File: config.mk
export PLATFORM = sky130hd
export DESIGN_NAME = valid_ready_memory
export DESIGN_NICKNAME = d
export VERILOG_FILES = /design/src/rtl/valid_ready_memory.sv
export SDC_FILE = /design/constraint.sdc
export NUM_CORES = 1
export LEC_CHECK = 0
export ABC_AREA = 1
export ABC_CLOCK_PERIOD_IN_PS = 1900
export CAP_MARGIN = 20
export CELL_PAD_IN_SITES_DETAIL_PLACEMENT = 0
export CELL_PAD_IN_SITES_GLOBAL_PLACEMENT = 2
export CORE_ASPECT_RATIO = 0.6
export CORE_MARGIN = 10
export CORE_UTILIZATION = 35
export DETAILED_ROUTE_END_ITERATION = 16
export PLACE_DENSITY_LB_ADDON = 0.08
export SLEW_MARGIN = 30
export SYNTH_ARGS = -nofsm -noshare
export SYNTH_HDL_FRONTEND = slang
export SYNTH_SLANG_ARGS = --single-unit
File: constraint.sdc
create_clock -name clk_i -period 1.9 [get_ports clk_i]
set_input_delay 0.285 -clock clk_i [delete_from_list [all_inputs] [get_ports clk_i]]
set_output_delay 0.285 -clock clk_i [all_outputs]
set_load 0.02 [all_outputs]
File: src/rtl/valid_ready_memory.sv
// Single-port word-addressed RAM with a two-cycle valid/ready handshake.
// A request is executed on the IDLE->ACK edge, and ready_o is high for the whole ACK cycle.
module valid_ready_memory #(
  parameter int WIDTH      = 16,
  parameter int DEPTH      = 64,
  parameter int ADDR_WIDTH = 6
) (
  input  logic                  clk_i,
  input  logic                  rst_i,
  input  logic [ADDR_WIDTH-1:0] addr_i,
  input  logic [WIDTH-1:0]      wdata_i,
  input  logic                  w_r_data_i,
  output logic [WIDTH-1:0]      rdata_o,
  input  logic                  valid_i,
  output logic                  ready_o
);

  localparam int IDX_W = (DEPTH > 1) ? $clog2(DEPTH) : 1;

  localparam logic S_IDLE = 1'b0;
  localparam logic S_ACK  = 1'b1;

  logic             state;
  logic [WIDTH-1:0] mem [DEPTH];
  logic             in_range;
  logic [IDX_W-1:0] idx;

  // Addresses at or beyond DEPTH still complete the handshake: writes are dropped and reads return zero.
  assign in_range = ({1'b0, addr_i} < (ADDR_WIDTH + 1)'(DEPTH));
  assign idx      = addr_i[IDX_W-1:0];

  // ready_o is taken directly from the state flop, so it has no combinational path from any input.
  assign ready_o  = (state == S_ACK);

  always_ff @(posedge clk_i or negedge rst_i) begin
    if (!rst_i) begin
      state   <= S_IDLE;
      rdata_o <= '0;
      for (int unsigned i = 0; i < DEPTH; i++) begin
        mem[i] <= '0;
      end
    end else begin
      case (state)
        S_IDLE: begin
          if (valid_i) begin
            state <= S_ACK;
            if (w_r_data_i) begin
              if (in_range) begin
                mem[idx] <= wdata_i;
              end
            end else begin
              rdata_o <= in_range ? mem[idx] : '0;
            end
          end
        end
        default: begin
          state <= S_IDLE;
        end
      endcase
    end
  end

endmodule

==> results of run 1 <==
-- area by class of cell --
type / count / area share (%)
sequential: 1041 / 43.08
multi-input combinational: 4153 / 30.68
timing repair buffer: 538 / 11.01
clock buffer: 166 / 5.460
inverter: 839 / 5.220
tap: 1890 / 3.909
clock inverter: 36 / 0.6101
antenna: 8 / 0.03309
-- critical path, cell delays in order, from the launching register on --
cell and delay, ns:
dfrtp_1 0.38, inv_1 0.05, nand2_1 0.10, nand3_1 0.23
nand2_2 0.15, o21ai_0 0.20, buf_4 0.15, nand2_1 0.10
nor2_1 0.20, nand3_1 0.09, nand2_1 0.07, inv_1 0.03
-- placed cells by master (no fill, tap or decap), drive strengths merged --
master            n
clkinv           22
dlygate4sd2       4
clkinvlp          5
nand2          2218
nor3              9
dlygate4sd3       1
a21oi             1
clkdlybuf4s18     1
o21ai          1154
nor2            226
clkdlybuf4s15     8
o211ai           95
bufinv            6
dlymetal6s2s      2
diode             8
clkbuf          173
bufbuf            1
clkdlybuf4s50    21
dfrtp          1041
buf             493
or2              68
inv             842
nand4             1
nand3           381
-- routing by layer --
metal / vias up / track usage [%] / wire length, µm
met5: - / 0 / 13
met4: 2 / 4.612 / 3659
met3: 185 / 4.005 / 10430
met2: 936 / 31.65 / 73480
met1: 20030 / 36.40 / 96270
li1: 20570 / - / -
-- state kept, by name (all words and copies together) (netlist names) --
register  flops
mem        1024
rdata_o      16
ready_o       1
-- worst max path at each step --
stage	endpoint	slack [ns]	cells after the start
final	rdata_o[11]$_DFFE_PN0P_	0.04	11
after global routing	mem[191]$_DFFE_PN0P_	0.003	8
after CTS	rdata_o[9]	-0.06	1
after detailed placement	rdata_o[9]$_DFFE_PN0P_	-1.21	16
after global placement	rdata_o[9]$_DFFE_PN0P_	-1.25	13
after floorplan	mem[724]$_DFFE_PN0P_	0.14	7
-- Yosys cell counts (all sizes together) --
| cell | count |
|---|---|
| nand2 | 2218 |
| o21ai | 1154 |
| dfrtp | 1041 |
| inv | 823 |
| nand3 | 381 |
| clkbuf | 333 |
| nor2 | 226 |
| buf | 142 |
| o211ai | 95 |
| or2 | 68 |
| clkinv | 16 |
| nor3 | 9 |
| a21oi | 1 |
| nand4 | 1 |
-- what timing repair did --
item / 4_1_cts / 5_1_grt
setup endpoints to repair: 200 / 790
gates cloned: 2 / 5
pin swaps: 17 / 30
hold endpoints to repair: 586 / 0
buffers inserted: 16 / 14
hold buffers: 1 / 0
gates resized for setup: 142 / 82
-- per-stage QoR --
| step | hold slack [ns] | worst slack, ns | cell area, µm² |
|---|---|---|---|
| after CTS | 0.06712 | -0.05597 | 60050 |
| after global placement | 0.2538 | -1.248 | 55940 |
| after global routing | 0.1103 | 0.002975 | 60480 |
| after detailed placement | 0.2614 | -1.206 | 55940 |
| after floorplan | -0.01059 | 0.1405 | 49370 |
| final | 0.1186 | 0.03568 | 60500 |
-- cell families after synthesis --
kind of cell    after synthesis
compound gates             1250
buf+inv                    1314
flops                      1041
simple gates               2903
-- where the power goes --
part,internal (mW),switching [mW]
Sequential,23.6,0.900
Combinational,2.35,4.08
Clock,12.8,9.66
Total,38.7,14.6
==> results by group, run 1 <==
Drt
  – Final WL: 183.9 mm
  – Via-to-Cell Ratio: 4.811
  – Residual DRC: 0
  – DRT iter0 DRCs: 3901
  – Vias: 41720
  – Final antenna-violating net count: 0
  – DRT Pass-1 Iters: 5
  – Routed wire per std cell: 21.20 µm

STA
  – Max Slew Vio Count: 0
  – RSZ-0062 raised after global routing: false
  – Final Setup Violations: 0
  – Final hold viol count: 0
  – Worst-Margin Slew: 0.5485 ns
  – Final Skew: 0.02058 ns
  – Final Cycle Share: 98.12%
  – Crit path time final: 1.864 ns
  – Peak Freq: 0.5364 GHz
  – Relative slew slack: 63.38%
  – Setup TNS: 0 ns

Cells and area
  – Fillers: 14270
  – Multi-input logic area: 18560 µm²
  – Final core utilization: 43.32%
  – Finished Layout Cells: 8671
  – Seq. cell area: 26060 µm²
  – Nets: 6707
  – Synthesis-to-finish area growth: 22.55%
  – Layout cells sized above 1: 13.24%

Floorplan
  – Num rows: 106
  – IO Pins: 43
  – Die ar.: 157000 µm²
  – Die X-Extent: 504.8 µm
  – Core area: 139700 µm²
  – Die Y: 310.9 µm
  – Initial core utilization: 35.35%

Placed design
  – Hpwl dp: 121.2 mm
  – Routability cong.: 0.8154
  – Placed cells: 8425
  – Port Buffers: 42

Synthesis
  – Avg Synthesized Cell Area: 7.585 µm²
  – Synth warnings: 0
  – Largest family of logic cells by synthesized area: simple AND/OR/NAND/NOR gates
  – Synth Area in Adders: 0%
  – Post-synthesis compound-gate area fraction: 13.15%
  – Leading area contributor after synthesis: dfrtp_1
  – Synth unique cells: 24
  – Post-Synthesis Net Count: 6534
  – Area of the mapped netlist: 49370 µm²
  – Synth area leaders: dfrtp_1, nand2_1, o21ai_0
  – Area share of the largest cell type after synthesis: 52.77%
  – Register bit total from synthesis: 1041
  – Simple-Gate Fraction of Synth Area: 23.71%
  – Mapped Cells: 6508
  – Xor-xnor portion of the synthesized cell area: 0%
  – Seq/Total Area, Yosys: 52.77%
  – Proportion of synthesized area in mux cells: 0%

Power
  – Total power draw: 53.36 mW
  – Leakage Power: 29.37 nW
  – VDD IR max: 0.0006706 V
  – PwrDens: 882.0 nW/µm²

Setup path
  – Reg2Reg Launch Point: mem[1003]$_DFFE_PN0P_
  – Arrival time at the worst endpoint: 2.47 ns
  – Worst Setup Start Kind: register
  – Worst Path Required: 2.51 ns
  – Flop2flop setup slack: 0.04 ns
  – Worst setup EP type: register
  – Critical path type: register to register
  – Crit Path Max Fanout: 2
  – Worst r2r dst: rdata_o[11]$_DFFE_PN0P_
  – R2R cell count: 11
  – Critical path startpoint: mem[1003]$_DFFE_PN0P_

Global route
  – Total track usage: 22.81%
  – Overflow after GRT: 0
  – Largest net degree at the start of global routing: 92
  – Vias in the first global route: 39620
  – Initial antenna violation count: 21
  – First-pass GRT wire length: 273.8 mm

Clock tree
  – Worst-path clk slew: 0.06 ns
  – Clock buffer count from CTS: 108
  – Clock tree buffer depth: 3
  – Root buf cell: clkbuf_16
  – Sink Count: 1041
  – CTS tree: done
  – H-tree depth: 3
  – Worst-Skew Late Latency: 0.73 ns

Hold path
  – Worst Hold Class: input pin to asynchronous set/reset pin

Flow run
  – Number of max-cap violations: 0

Run status
  – Status: finished, final reports clean
Power figures use the tool's default switching activity.
==> inputs of run 2 (changes only) <==
--- a/config.mk
+++ b/config.mk
@@ -14,7 +14,7 @@
 export CORE_MARGIN = 10
 export CORE_UTILIZATION = 35
 export DETAILED_ROUTE_END_ITERATION = 16
-export PLACE_DENSITY_LB_ADDON = 0.08
+export PLACE_DENSITY = 0.84
 export SLEW_MARGIN = 30
 export SYNTH_ARGS = -nofsm -noshare
 export SYNTH_HDL_FRONTEND = slang
==> run 2 against run 1 <==
  * Flip-flop and latch count stayed put
  * Routed wire length is 8.5% lower
  * Clock power fell by 3%
  * Register-to-register slack about the same
  * Critical path depth fell by 1
  * First-iteration DRC count is 1.9% higher
  * Via count grew 0.15%
  * Final cell count decreased by 0.77%
  * Die area is the same
  * Total power is 2.0% lower
  * Critical path type unchanged
  * Clock skew increased by 0.014 ns
  * Combinational power shrank 5.6%
==> results by group, run 2 (synthesis gave the netlist of run 1 again) <==
Floorplan
  – Die ar.: 157000 µm²
  – Core area: 139700 µm²
  – IO Pins: 43
  – Die X-Extent: 504.8 µm
  – Num rows: 106
  – Initial core utilization: 35.35%
  – Die Y: 310.9 µm

Global route
  – Largest net degree at the start of global routing: 92
  – Overflow after GRT: 0
  – Total track usage: 21.17%
  – Vias in the first global route: 39920
  – First-pass GRT wire length: 260.0 mm
  – Initial antenna violation count: 7

Cells and area
  – Most flop-heavy register: mem
  – Layout cells sized above 1: 11.26%
  – Most frequent cells in the layout: nand2_1, dfrtp_1, o21ai_0, inv_1, nand3_1
  – Finished Layout Cells: 8604
  – Commonest non-fill, non-tap cell in the layout: nand2_1
  – Final Cell Area: 59200 µm²
  – Max reg flops: 1024
  – Nets: 6652
  – Synthesis-to-finish area growth: 19.93%

Setup path
  – Critical path startpoint: mem[474]$_DFFE_PN0P_
  – R2R cell count: 10
  – Worst r2r dst: rdata_o[10]$_DFFE_PN0P_
  – Worst setup EP type: register
  – Critical path type: register to register
  – Crit Path Max Fanout: 2
  – Worst Setup Start Kind: register
  – Arrival time at the worst endpoint: 2.51 ns
  – Worst Path Required: 2.54 ns
  – Flop2flop setup slack: 0.02 ns
  – Reg2Reg Launch Point: mem[474]$_DFFE_PN0P_
  – CP endpoint: rdata_o[10]$_DFFE_PN0P_

STA
  – Final Skew: 0.03458 ns
  – Final hold viol count: 0
  – Relative slew slack: 63.90%
  – Final Cycle Share: 98.76%
  – Final WS setup: 0.02359 ns
  – RSZ-0062 raised after global routing: true
  – Crit path time final: 1.876 ns
  – Worst-Margin Slew: 0.5407 ns
  – Peak Freq: 0.5329 GHz
  – Max Slew Vio Count: 0
  – Final Setup Violations: 0

Drt
  – Vias: 41780
  – Wire length on met2: 69.28 mm
  – DRT iter0 DRCs: 3977
  – Final WL: 168.3 mm
  – WL met1: 86.82 mm
  – Highest layer used for signal routing: met4
  – DRT Pass-1 Iters: 5
  – Routed wl met3: 9.334 mm
  – Via-to-Cell Ratio: 4.856
  – Routed wire per std cell: 19.56 µm
  – Final antenna-violating net count: 0
  – Residual DRC: 0

Clock tree
  – Worst-path clk slew: 0.06 ns
  – Root buf cell: clkbuf_16
  – Post-CTS setup buffers: 0
  – CTS tree: done
  – Clock tree buffer depth: 3
  – Clock buffer count from CTS: 104
  – H-tree depth: 3
  – Worst-Skew Late Latency: 0.74 ns
  – Sink Count: 1041

Power
  – VDD IR max: 0.0006517 V
  – PwrDens: 883.7 nW/µm²
  – Total power draw: 52.32 mW
  – Leakage Power: 28.85 nW

Run status
  – Status: finished, final reports clean

Placed design
  – Place WS: -1.137 ns
  – Routability cong.: 0.8544
  – Placed cells: 8409
  – Hpwl dp: 111.1 mm
  – Post-Place Cell Area: 55590 µm²
  – Port Buffers: 42

Hold path
  – Worst Hold Class: input pin to asynchronous set/reset pin

Flow run
  – Number of max-cap violations: 0
[run 2: layer usage]
metal | vias to the layer above | global-route usage (%)
met5 | - | 0
met4 | 0 | 3.826
met3 | 189 | 2.841
met2 | 1051 | 30.51
met1 | 20110 | 33.59
li1 | 20430 | -
[run 2: worst min path at each step]
| stage | to | slack (ns) |
|---|---|---|
| floorplan | mem[0]$_DFFE_PN0P_ | -0.01 |
| global placement | mem[391]$_DFFE_PN0P_ | 0.19 |
| detailed placement | mem[407]$_DFFE_PN0P_ | 0.18 |
| CTS | mem[407]$_DFFE_PN0P_ | 0.001 |
| global route | mem[407]$_DFFE_PN0P_ | 0.01 |
| finish | mem[407]$_DFFE_PN0P_ | 0.02 |
[run 2: power breakdown]
part / internal [mW] / leakage (nW) / switching (mW)
Clock: 12.3 / 1.77 / 9.53
Combinational: 2.20 / 12.8 / 3.87
Sequential: 23.6 / 14.3 / 0.835
Total: 38.1 / 28.9 / 14.2
[run 2: repair_timing]
action / 4_1_cts / 5_1_grt
gates resized for setup: 43 / 18
pin swaps: 0 / 1
setup endpoints to repair: 154 / 46
endpoints found under the hold margin: 542 / 0
hold buffers: 1 / 0
[run 2: final cells by class]
| type | count | area [µm²] |
|---|---|---|
| clock inverter | 52 | 558.0 |
| inverter | 839 | 3158 |
| tap | 1890 | 2365 |
| sequential | 1041 | 26050 |
| fill | 14200 | 80450 |
| timing repair buffer | 487 | 5804 |
| multi-input combinational | 4153 | 18270 |
| clock buffer | 140 | 2992 |
| antenna | 2 | 5.005 |
[run 2: worst max-delay path, cell delays in order, from the launching register on]
cell,delay (ns)
dfrtp_1,0.38
inv_1,0.05
nand2_1,0.05
nand3_1,0.09
nand2_1,0.12
o21ai_0,0.33
nand2_1,0.30
nor2_1,0.27
nand3_1,0.10
nand2_1,0.07
inv_1,0.03
[run 2: through the flow]
| step | hold slack, ns | TNS (ns) | utilization (%) |
|---|---|---|---|
| 2_1_floorplan | -0.01059 | 0 | - |
| 3_3_place_gp | 0.1869 | -664.64 | 39.80 |
| 3_5_place_dp | 0.1815 | -684.05 | 39.80 |
| 4_1_cts | 0.001168 | 0 | 42.36 |
| 5_1_grt | 0.01290 | -0.006028 | 42.39 |
| 6_report | 0.01857 | 0 | 42.39 |
